$ cat config.mk
export PLATFORM = sky130hd
export DESIGN_NAME = mc_core
export DESIGN_NICKNAME = d
export VERILOG_FILES = /design/src/rtl/mc_core.sv
export SDC_FILE = /design/constraint.sdc
export NUM_CORES = 1
export LEC_CHECK = 0
export CORE_MARGIN = 2
export CORE_UTILIZATION = 55
export CTS_BUF_LIST = sky130_fd_sc_hd__clkbuf_2
export DETAILED_ROUTE_END_ITERATION = 8
export PLACE_DENSITY = 0.81
export SYNTH_ARGS = -nofsm -noshare
export SYNTH_HDL_FRONTEND = slang
export SYNTH_SLANG_ARGS = --single-unit
$ cat constraint.sdc
create_clock -name clk -period 7 [get_ports clk]
set_input_delay 1.4 -clock clk [delete_from_list [all_inputs] [get_ports clk]]
set_output_delay 1.4 -clock clk [all_outputs]
set_load 0.02 [all_outputs]
$ cat src/rtl/mc_core.sv
// Multicycle core: control FSM, 16 x DATA_W register file, ALU and PC behind a req/ack memory port.
// 3 cycles ALU/branch, 4 ST, 5 LD plus memory wait cycles; a request is held unchanged until acked.
module mc_core #(
   parameter int          DATA_W   = 16,
   parameter int          ADDR_W   = 16,
   parameter int unsigned RESET_PC = 0
) (
   input  logic              clk,
   input  logic              rst,
   output logic              mem_req,
   output logic              mem_we,
   output logic [ADDR_W-1:0] mem_addr,
   output logic [DATA_W-1:0] mem_wdata,
   input  logic [DATA_W-1:0] mem_rdata,
   input  logic              mem_ack,
   output logic [3:0]        irout,
   output logic [ADDR_W-1:0] pc_out,
   output logic              carry,
   output logic              halted,
   output logic              illegal
);

   typedef enum logic [2:0] {
      S_FETCH, S_DECODE, S_EXEC, S_MEM, S_WB, S_HALT
   } state_t;

   typedef enum logic [3:0] {
      OP_ADD  = 4'h0, OP_SUB  = 4'h1, OP_AND = 4'h2, OP_OR   = 4'h3,
      OP_XOR  = 4'h4, OP_SHL  = 4'h5, OP_SHR = 4'h6, OP_LI   = 4'h7,
      OP_LD   = 4'h8, OP_ST   = 4'h9, OP_BEQZ = 4'hA, OP_JMP = 4'hB,
      OP_ADDI = 4'hC, OP_NOP  = 4'hD, OP_ILL = 4'hE, OP_HALT = 4'hF
   } op_t;

   state_t            state, state_nxt;
   logic [15:0]       ir;
   logic [ADDR_W-1:0] pc;
   logic [DATA_W-1:0] regs [16];
   logic [DATA_W-1:0] a, b, d, mdr;

   op_t               op;
   logic [3:0]        rd, ra, rb;
   logic [DATA_W-1:0] imm_d;
   logic [ADDR_W-1:0] imm_a;
   logic [DATA_W-1:0] alu_res;
   logic              alu_c, alu_we, take_br;

   assign op     = op_t'(ir[15:12]);
   assign rd     = ir[11:8];
   assign ra     = ir[7:4];
   assign rb     = ir[3:0];
   assign imm_d  = {{(DATA_W-8){ir[7]}}, ir[7:0]};
   assign imm_a  = {{(ADDR_W-8){ir[7]}}, ir[7:0]};
   assign irout  = ir[15:12];
   assign pc_out = pc;

   // Carry defaults to its held value so only ADD/SUB/ADDI change it
   always_comb begin
      alu_res = '0;
      alu_c   = carry;
      alu_we  = 1'b1;
      case (op)
         OP_ADD:  {alu_c, alu_res} = {1'b0, a} + {1'b0, b};
         OP_SUB:  {alu_c, alu_res} = {1'b0, a} + {1'b0, ~b} + (DATA_W+1)'(1);
         OP_AND:  alu_res = a & b;
         OP_OR:   alu_res = a | b;
         OP_XOR:  alu_res = a ^ b;
         OP_SHL:  alu_res = {a[DATA_W-2:0], 1'b0};
         OP_SHR:  alu_res = {1'b0, a[DATA_W-1:1]};
         OP_LI:   alu_res = imm_d;
         OP_ADDI: {alu_c, alu_res} = {1'b0, d} + {1'b0, imm_d};
         default: alu_we = 1'b0;
      endcase
   end

   assign take_br = (op == OP_JMP) || ((op == OP_BEQZ) && (d == '0));

   always_comb begin
      state_nxt = state;
      mem_req   = 1'b0;
      mem_we    = 1'b0;
      mem_addr  = '0;
      mem_wdata = '0;
      halted    = 1'b0;
      case (state)
         S_FETCH: begin
            mem_req  = 1'b1;
            mem_addr = pc;
            if (mem_ack) state_nxt = S_DECODE;
         end
         S_DECODE: state_nxt = S_EXEC;
         S_EXEC: begin
            case (op)
               OP_LD, OP_ST: state_nxt = S_MEM;
               OP_HALT:      state_nxt = S_HALT;
               default:      state_nxt = S_FETCH;
            endcase
         end
         S_MEM: begin
            mem_req   = 1'b1;
            mem_we    = (op == OP_ST);
            mem_addr  = ADDR_W'(a);
            mem_wdata = d;
            if (mem_ack) state_nxt = (op == OP_LD) ? S_WB : S_FETCH;
         end
         S_WB:    state_nxt = S_FETCH;
         S_HALT:  halted = 1'b1;
         default: state_nxt = S_FETCH;
      endcase
      // Reset abandons any request in flight so the pending edge cannot complete it
      if (rst) begin
         mem_req = 1'b0;
         mem_we  = 1'b0;
         halted  = 1'b0;
      end
   end

   always_ff @(posedge clk) begin
      if (rst) begin
         state   <= S_FETCH;
         pc      <= ADDR_W'(RESET_PC);
         ir      <= '0;
         a       <= '0;
         b       <= '0;
         d       <= '0;
         mdr     <= '0;
         carry   <= 1'b0;
         illegal <= 1'b0;
         for (int i = 0; i < 16; i++) regs[i] <= '0;
      end else begin
         state <= state_nxt;
         case (state)
            S_FETCH: begin
               if (mem_ack) begin
                  ir <= mem_rdata[15:0];
                  pc <= pc + ADDR_W'(1);
               end
            end
            S_DECODE: begin
               a <= regs[ra];
               b <= regs[rb];
               d <= regs[rd];
            end
            S_EXEC: begin
               if (alu_we) regs[rd] <= alu_res;
               carry <= alu_c;
               if (take_br) pc <= pc + imm_a;
               if (op == OP_ILL) illegal <= 1'b1;
            end
            S_MEM: begin
               if (mem_ack && (op == OP_LD)) mdr <= mem_rdata;
            end
            S_WB:    regs[rd] <= mdr;
            default: ;
         endcase
      end
   end

endmodule

==> summary.md, run 1 <==
| Metric | Value |
|---|---|
| Prevailing post-synth register cell | edfxtp_1 |
| Async S/R FF share, synth | 0% |
| Clock tree root buffer cell | clkbuf_2 |
| Total gr overflow | 0 |
| Switching part of the total power | roughly 34% |
| Worst rel slew slack | between 10% and 20% |
| Total CTS buffers | 94 |
| Total cell area at the placement stage | 24,500 µm² |
| Number of input and output port buffers inserted | 75 |
| Final non-filler cell area | ~25,000 µm² |
| Initial Util | 56.0% |
| Clock tree sinks | 357 |
| DP Wirelength | 54.5 mm |
| Count of antenna-violating nets left after detailed routing | 0 |
| Worst R2R Path Depth | 9 |
| Power spent charging and discharging nets | roughly 1.7 mW |
| Setup-violating endpoint count in the final report | 0 |
| Die extent in y | about 210 µm |
| CP Data Arrival Time | about 3500 ps |
| Detailed-route DRC error count | 0 |
| Worst min-delay path startpoint | mdr[4]$_SDFFE_PP0P_ |
| Area of the core | 42,000 µm² |
| Startpoint types | register |
| Initial antenna violation count | 3 |
| Internal power component | 3.31 mW |
| Global-route usage over all layers | between 30% and 40% |
| Post-detailed-route wirelength per cell | around 28 µm |
| Maximum number of pins on one net before global-route repair | 66 |
| Top-level port count | 76 |
| Clock skew | 156 ps |
| Final critical-path share of the clock period | between 60 and 70% |
| Final max-slew violation count | 0 |
| # resized after CTS | 0 |
| Total Negative Setup Slacks | 0 ps |
| Setup crit end kind | output port |
| Share of cells above drive strength 1 | a little under a quarter |
| Transition time at the pin with the least slew margin | roughly 1200 ps |
| Type of the worst setup path | register to output port |
| Netlist cell types | 87 |
| Peak supply drop | approximately 0.17 mV |
| Power share of the combinational group | 21.5% |
| Timing-limited maximum frequency | around 0.21 GHz |
| Crit path required time | about 5600 ps |
| Weighted congestion reported at the end of routability-driven placement | slightly above 1 |
| Final #Nets | about 2,200 |
| Via/cell ratio | 6.88 |
| Worst hold margin | 476 ps |
| Share of the yosys chip area belonging to registers | roughly 41% |
| 1st-iter DRT viols | around 2,700 |
| Number of optimization iterations in the first detailed-route pass | 6 |
| Total detailed-routing wirelength | between 70 and 80 mm |
| Number of storage elements in the synthesis netlist | ~360 |
| Buffer depth of the longest clock path | 3 |
| Worst-skew pair later-pin latency | roughly 1100 ps |
| Power Density | ~200 nW/µm² |
| Clock period minus final worst setup slack | just under 5000 ps |
| Reported max-cap violation count | 0 |
| Overall die area | approximately 44,000 µm² |
| Post-synthesis cell area | between 20,000 and 25,000 µm² |
| Post-Syn Nets | around 2,200 |
| Cell Rows | 75 |
| Number of hold buffers added after CTS | 0 |
| Clock-pin slew reported for the worst setup and hold paths after clock tree synthesis | ~90 ps |
| Number of levels the H-tree was split into | 3 |
| Clock power share | 29.5% |
| Worst Hold Endpoint | mdr[4]$_SDFFE_PP0P_ |
| Leakage dissipation | between 8 and 9 nW |
| Run status | complete, no violations |
| TritonCTS clock tree | yes |
| Post-CTS Repair Setup Buffers | 0 |
| Sequential power share | about half |
| Number of hold-slack violations in the final timing report | 0 |
| Number of global-route vias before repair | roughly 18,000 |
| Count of flip-flops with a built-in enable after synthesis | 256 |
| RSZ-0062 raised after global routing | no |
| Cells after Synth | ~2,100 |
| Synthesis-to-finish area growth | 7.72% |
| Wire length of the first global-routing pass | 113 mm |
| Horiz. Die Dim | about 210 µm |
| Synthesized area divided by synthesized cell count | between 10 and 15 µm² |
| DR vias | 18,600 |
| Destination of the worst register-to-register timing path | regs[5][14]$_SDFFCE_PN0P_ |
| Ys Warns | 0 |
| Worst Hold Class | register to register |
| Startpoint of the worst register-to-register path | a[4]$_SDFFE_PP0P_ |
| CP Max Fanout | 19 |
| Flop2flop setup slack | about 2800 ps |
| Worst Hold Depth | 2 |
-- area by class of cell --
| cell class | count | area (µm²) |
|---|---|---|
| Timing Repair Buffer | 106 | 981 |
| Multi-Input combinational cell | 1467 | 12900 |
| Sequential cell | 357 | 9730 |
| Inverter | 64 | 240 |
| Clock buffer | 141 | 706 |
| Clock inverter | 31 | 149 |
| Fill cell | 3456 | 16700 |
| Antenna cell | 1 | 2.50 |
| Tap cell | 539 | 674 |
-- layout by cell type, fill, tap and decap left out, types with 16 or more instances in the layout --
cell type,count
nor2_1,269
edfxtp_1,256
mux4_2,242
nand2_1,237
a21oi_1,147
clkbuf_2,141
dfxtp_1,95
ha_1,79
clkdlybuf4s50_1,74
inv_1,63
nor3_1,38
o21ai_0,37
nand2b_1,33
buf_4,32
mux2i_1,25
a21o_1,24
nor3_2,23
and2_1,22
nor2b_1,19
o22ai_1,19
a22o_1,18
nand3_1,18
clkinv_1,17
xnor2_1,16
-- how the worst max path moves through the flow --
| stage | startpoint | end | slack, ps | cells after the start |
|---|---|---|---|---|
| global placement | rst | regs[5][15]$_SDFFCE_PN0P_ | 2470 | 9 |
| detailed placement | rst | regs[1][15]$_SDFFCE_PN0P_ | 2390 | 9 |
| CTS | state[2]$_SDFFE_PP0P_ | mem_addr[14] | 2140 | 3 |
| finish | state[2]$_SDFFE_PP0P_ | mem_addr[3] | 2150 | 3 |
| floorplan | rst | mem_req | 3280 | 4 |
| global route | state[2]$_SDFFE_PP0P_ | mem_req | 1960 | 4 |
-- Yosys cell counts (all sizes together) (33+ instances only) --
cell type  instances  share of area, %
nor2             271               4.3
edfxtp           256                33
mux4             242                23
nand2            237               3.8
a21oi            148               3.2
clkbuf           103               1.7
dfxtp            101               8.6
ha                79               4.2
buf               69               1.6
inv               64               1.0
nor3              62               1.8
o21ai             47               1.0
nand2b            33              0.88
-- layer usage --
| metal | vias up | wire length (µm) | global-route usage [%] | share of wire, % |
|---|---|---|---|---|
| li1 | 7923 | - | - | - |
| met1 | 9225 | 27500 | 45.8 | 37 |
| met2 | 1273 | 35100 | 54.7 | 47 |
| met3 | 197 | 9170 | 8.49 | 12 |
| met4 | 4 | 3130 | 13.6 | 4.2 |
| met5 | - | 39 | 0 | 0.052 |
-- sequential cells by signal, indices dropped and copies added (netlist names) --
signal / count
mdr: 16
b: 16
pc_out: 16
a: 16
regs: 256
illegal: 1
state: 3
carry: 1
ir: 16
d: 16
-- per-stage QoR --
stage / power, mW / std cells / utilization, % / worst slack, ps
5_1_grt: 5.17 / 2706 / 60.3 / 1960
6_report: 5.00 / 2706 / 60.3 / 2150
4_1_cts: 4.98 / 2705 / 60.3 / 2140
3_3_place_gp: 3.51 / 2533 / 58.2 / 2470
3_5_place_dp: 3.54 / 2533 / 58.2 / 2390
2_1_floorplan: 3.19 / 2060 / - / 3280
-- critical path, cell delays in order, from the launching register on --
cell             delay, ps
dfxtp_1                480
nor3_2                1060
a22o_1                 300
clkdlybuf4s50_1        610
-- power by group through the flow --
stage	Clock (mW)	Combinational [mW]	Sequential (mW)
floorplan	0	0.763	2.43
global placement	0	1.02	2.49
detailed placement	0	1.04	2.50
CTS	1.49	1.04	2.45
global route	1.58	1.12	2.46
finish	1.47	1.07	2.45
-- cells by family after synthesis --
logic type      after synthesis  share of synthesized area [%]
compound gates              378                           10.9
simple gates                708                           13.6
buf+inv                     236                           4.23
fa+ha+maj                    83                           4.54
flops                       357                           41.3
xor+xnor                     28                           1.07
mux                         270                           24.4
(Power assumes the default switching activity.)
==> run 2: changes to the inputs <==
- PLACE_DENSITY: 0.81 -> 0.83
- clock period: 7 -> 4.1 ns (I/O delays scaled with it)
==> run 2 against run 1 <==
  * Clock-buffer cell count shrank 21
  * Via count up 5.8%
  * Total power grew 71%
  * Sequential power is 69% higher
  * Global-route usage up 3.4 points
  * Highest routed layer unchanged
  * Flip-flop and latch count stayed put
  * Non-clock buffer count increased by 71
  * Clock power rose by 67%
  * Largest cell class unchanged
==> summary.md, run 2 (synthesis gave the netlist of run 1 again) <==
| Metric | Value |
|---|---|
| Met3 demand-to-capacity share in global routing | approximately 12% |
| Leading cell types in the layout, fill and taps excluded | nor2_1 (269), edfxtp_1 (256), mux4_2 (242) |
| Largest register by flop count | regs |
| Commonest non-fill, non-tap cell in the layout | nor2_1 |
| Clock-pin slew reported for the worst setup and hold paths after clock tree synthesis | about 100 ps |
| Worst min-delay path startpoint | rst |
| Initial antenna violation count | 3 |
| M2 GR Usage | 58.0% |
| 1st-iter DRT viols | around 2,800 |
| Maximum number of pins on one net before global-route repair | slightly below 70 |
| CP Data Arrival Time | approximately 3100 ps |
| Filler instances | approximately 3,300 |
| Flip-flop count of the largest register, all copies and words added | 256 |
| Power Density | ~330 nW/µm² |
| Worst rel slew slack | between 20% and 30% |
| Detailed-route DRC error count | 0 |
| Timing-limited maximum frequency | between 0.2 and 0.3 GHz |
| Worst R2R Path Depth | 12 |
| DR vias | 19,700 |
| Wire length of the first global-routing pass | 122 mm |
| Final #Nets | between 2,000 and 2,500 |
| Clock tree sinks | ~360 |
| Leakage dissipation | between 8 and 9 nW |
| Clock tree root buffer cell | clkbuf_2 |
| Worst-path cell chain | nand2_1, nor2_2, buf_4, a22o_1, clkdlybuf4s50_1 |
| Number of input and output port buffers inserted | between 70 and 80 |
| Cell Rows | 75 |
| Total detailed-routing wirelength | around 83 mm |
| Synthesis-to-finish area growth | 10.3% |
| Total CTS buffers | 90 |
| Worst Hold Endpoint | state[2]$_SDFFE_PP0P_ |
| Worst-skew pair later-pin latency | ~1100 ps |
| Post-placement worst setup slack | between 500 and 600 ps |
| Number of hold buffers added after CTS | 0 |
| Buffer depth of the longest clock path | 3 |
| Number of optimization iterations in the first detailed-route pass | 7 |
| Post-CTS Repair Setup Buffers | 0 |
| Number of hold-slack violations in the final timing report | 0 |
| Setup-violating endpoint count in the final report | 0 |
| Clock skew | 136 ps |
| Top Family by Delay on Critical Path | buffers and inverters |
| Final critical-path share of the clock period | between 90% and 100% |
| Highest-delay cell along the critical path | clkdlybuf4s50_1 |
| TritonCTS clock tree | yes |
| Area of the core | approximately 42,000 µm² |
| Setup crit end kind | output port |
| Count of antenna-violating nets left after detailed routing | 0 |
| Type of the worst setup path | register to output port |
| Worst Hold Class | input pin to register |
| Startpoint of the worst register-to-register path | state[2]$_SDFFE_PP0P_ |
| Number of global-route vias before repair | about 20,000 |
| DP Wirelength | slightly below 60 mm |
| Share of cells above drive strength 1 | 24.5% |
| Reported max-cap violation count | 0 |
| Crit path required time | 3280 ps |
| CP Max Fanout | 19 |
| Number of levels the H-tree was split into | 3 |
| Via/cell ratio | 7.13 |
| Die extent in y | roughly 210 µm |
| Initial Util | between 50% and 60% |
| Share of the core filled with cells in the final layout | about three fifths |
| Weighted congestion reported at the end of routability-driven placement | about 1.1 |
| Worst Hold Depth | 3 |
| Peak supply drop | 0.225 mV |
| Flop2flop setup slack | about 490 ps |
| RSZ-0062 raised after global routing | no |
| Clock period minus final worst setup slack | just under 4000 ps |
| Post-detailed-route wirelength per cell | roughly 30 µm |
| Run status | complete, no violations |
| Maximum single-stage delay on the critical path | 670 ps |
| Crit path buf inv count | 2 |
| Total gr overflow | 0 |
| Transition time at the pin with the least slew margin | between 1000 and 1500 ps |
| Top-level port count | 76 |
| Global-route track usage on met1 | between 40% and 50% |
| # resized after CTS | 0 |
| Startpoint types | register |
| Worst Slack Setup Final | between 150 and 200 ps |
| Total power of the final layout | 8.53 mW |
| Final max-slew violation count | 0 |
| Global-route usage over all layers | around 38% |
| Destination of the worst register-to-register timing path | pc_out[15]$_SDFFE_PP0P_ |
| Horiz. Die Dim | around 210 µm |
| Gr busiest metal | met2 |
| Total Negative Setup Slacks | 0 ps |
| Overall die area | 44,400 µm² |
==> run 2: where the power goes <==
group | internal (mW) | switching, mW
registers | 3.98 | 0.168
logic | 0.788 | 1.14
clock network | 0.883 | 1.57
total | 5.66 | 2.87
==> run 2: stage by stage <==
step / cell area, µm² / hold slack, ps / instances
5_1_grt: 25900 / 171 / 2766
3_5_place_dp: 25100 / 449 / 2604
6_report: 25900 / 225 / 2766
2_1_floorplan: 23500 / 433 / 2060
4_1_cts: 25900 / 149 / 2762
3_3_place_gp: 25100 / 446 / 2604
==> run 2: final cells by class <==
| type | count | area (µm²) | area share [%] |
|---|---|---|---|
| tap | 539 | 674 | 2.60 |
| timing repair buffer | 177 | 1650 | 6.37 |
| multi-input combinational | 1467 | 12800 | 49.5 |
| antenna | 4 | 10.0 | 0.0386 |
| sequential | 357 | 9730 | 37.5 |
| clock buffer | 120 | 601 | 2.31 |
| inverter | 64 | 240 | 0.926 |
| clock inverter | 38 | 195 | 0.752 |
==> run 2: worst max-delay path by stage <==
stage,startpoint,end,slack (ps),cells past startpoint
finish,state[0]$_SDFFE_PP0P_,mem_addr[2],170,5
global route,state[0]$_SDFFE_PP0P_,mem_addr[2],50,5
CTS,state[0]$_SDFFE_PP0P_,mem_addr[0],160,5
detailed placement,a[4]$_SDFFE_PP0P_,regs[15][12]$_SDFFCE_PN0P_,560,9
global placement,a[4]$_SDFFE_PP0P_,regs[15][12]$_SDFFCE_PN0P_,640,9
floorplan,state[2]$_SDFFE_PP0P_,pc_out[15]$_SDFFE_PP0P_,780,13
==> run 2: metal layers <==
metal / part of all wire (%) / wire, µm
met4: 8.5 / 7120
met2: 45 / 37600
met5: 0.016 / 13
met3: 14 / 11700
met1: 32 / 26900
==> run 2: tightest hold or removal path, stage by stage <==
cell and delay [ps]:
buf_4 110, nand2b_1 160, o22ai_1 100
==> run 3: changes to the inputs <==
- GPL_TIMING_DRIVEN: unset -> 1
==> results of run 3 <==
The final DEF is identical to that of run 2; final timing and power are the same.
==> patch, RTL diff (settings of run 2) <==
Encoding of `state_t`: now one-hot (6 bits for 6 states).
--- a/src/rtl/mc_core.sv
+++ b/src/rtl/mc_core.sv
@@ -20,8 +20,8 @@
    output logic              illegal
 );
 
-   typedef enum logic [2:0] {
-      S_FETCH, S_DECODE, S_EXEC, S_MEM, S_WB, S_HALT
+   typedef enum logic [5:0] {
+      S_FETCH = 6'b000001, S_DECODE = 6'b000010, S_EXEC = 6'b000100, S_MEM = 6'b001000, S_WB = 6'b010000, S_HALT = 6'b100000
    } state_t;
 
    typedef enum logic [3:0] {
Formal check against the unedited RTL: same outputs for any inputs over 4 cycles, from zero or initial values and one cycle with rst high; so few cycles prove little.
==> patch against run 2 <==
  * Count of clock-buffer cells in the layout grew 14
  * Worst setup slack worse by 140 ps
  * Cell area grew 3.1%
  * Total power decreased by 2.1%
  * Clock power rose by 3%
  * Wire length is 6.9% higher
  * Core utilization increased by 0.11 points
  * Highest routed layer unchanged
  * Die area rose by 2.7%
  * Non-clock buffer count is 34 higher
  * Fmax shrank 3.4%
  * Sequential cell count increased by 3
  * Synthesized area increased by 2.7%
==> patch: results <==
metrics = {
    "cells_and_area": {
        "multi_input_comb_cells": 1516,
        "fillers": 3335,
        "inverters_excl_clock": 52,
        "area_share_clock_buf_inv": 0.03064,
        "final-seq-area_mm2": 0.009784,
        "signal_buffer_area_fraction": 0.06755,
        "final_area_mm2": 0.02675,
        "n_antenna_cell": 2,
    },
    "route": {
        "dr.pass1.iters": 6,
        "vias": 21309,
        "wl_met3_mm": 13.72,
    },
    "critical_path": {
        "slowest_stage": "or4_4",
        "cp.arrival_ps": 3240,
    },
    "synthesis": {
        "ys_ff_latch": 360,
        "synth_area_leaders": "edfxtp_1 32%, mux4_2 23%, dfxtp_1 8.6%, ha_1 4.1%, nand2_1 3.3%",
        "synth.distinct_cells": 88,
        "synth.area.mux_share": 0.2346,
        "syn-num-nets": 2227,
    },
    "timing": {
        "tightestPinTransition_ps": 1339,
        "hold_slack_ps": 297.6,
        "clock_skew_ps": 134.3,
    },
    "placed_design": {
        "gp_routability_congestion": 1.013,
        "dp_cells": 2720,
    },
    "min_path": {
        "hold_path_end": "pc_out[14]$_SDFFE_PP0P_",
    },
    "global_route": {
        "grt_use_met1": 0.4768,
        "grt_util_met3": 0.1443,
    },
    "power": {
        "p_clk_frac": 0.303,
        "peakVddDrop_uv": 181.1,
        "p_per_area_mw_per_mm2": 312.3,
        "p_leak_nw": 9.127,
    },
    "status": {
        "status": "completed",
    },
    "clocking": {
        "clk_latency_ps": 1160,
    },
}
## patch: how the worst max path moves through the flow
stage,startpoint,to,slack [ps]
after global routing,state[5]$_SDFFE_PP0P_,mem_we,-40
after floorplan,state[5]$_SDFFE_PP0P_,pc_out[14]$_SDFFE_PP0P_,910
after global placement,a[2]$_SDFFE_PP0P_,regs[0][8]$_SDFFCE_PN0P_,630
after CTS,state[5]$_SDFFE_PP0P_,mem_addr[2],4
final,state[5]$_SDFFE_PP0P_,mem_we,40
after detailed placement,a[1]$_SDFFE_PP0P_,regs[2][11]$_SDFFCE_PN0P_,510
## patch: cells by family (layout without fill, tap and decap cells)
kind of cell               after synthesis  after routing
and+or+nand+nor                        690            690
AOI/OAI and AO/OA                      460            460
DFF                                    360            360
muxes                                  264            264
buffers and inverters                  249            431
adders and majority gates               83             83
xor gates and xnor gates                19             19
other                                    0              2
## patch: critical path: cells and delay by family, from the launching register on
family | cells | cell delay (ps)
flip-flops | 1 | 420
AND/OR/NAND/NOR | 3 | 1100
buffers and inverters | 2 | 630
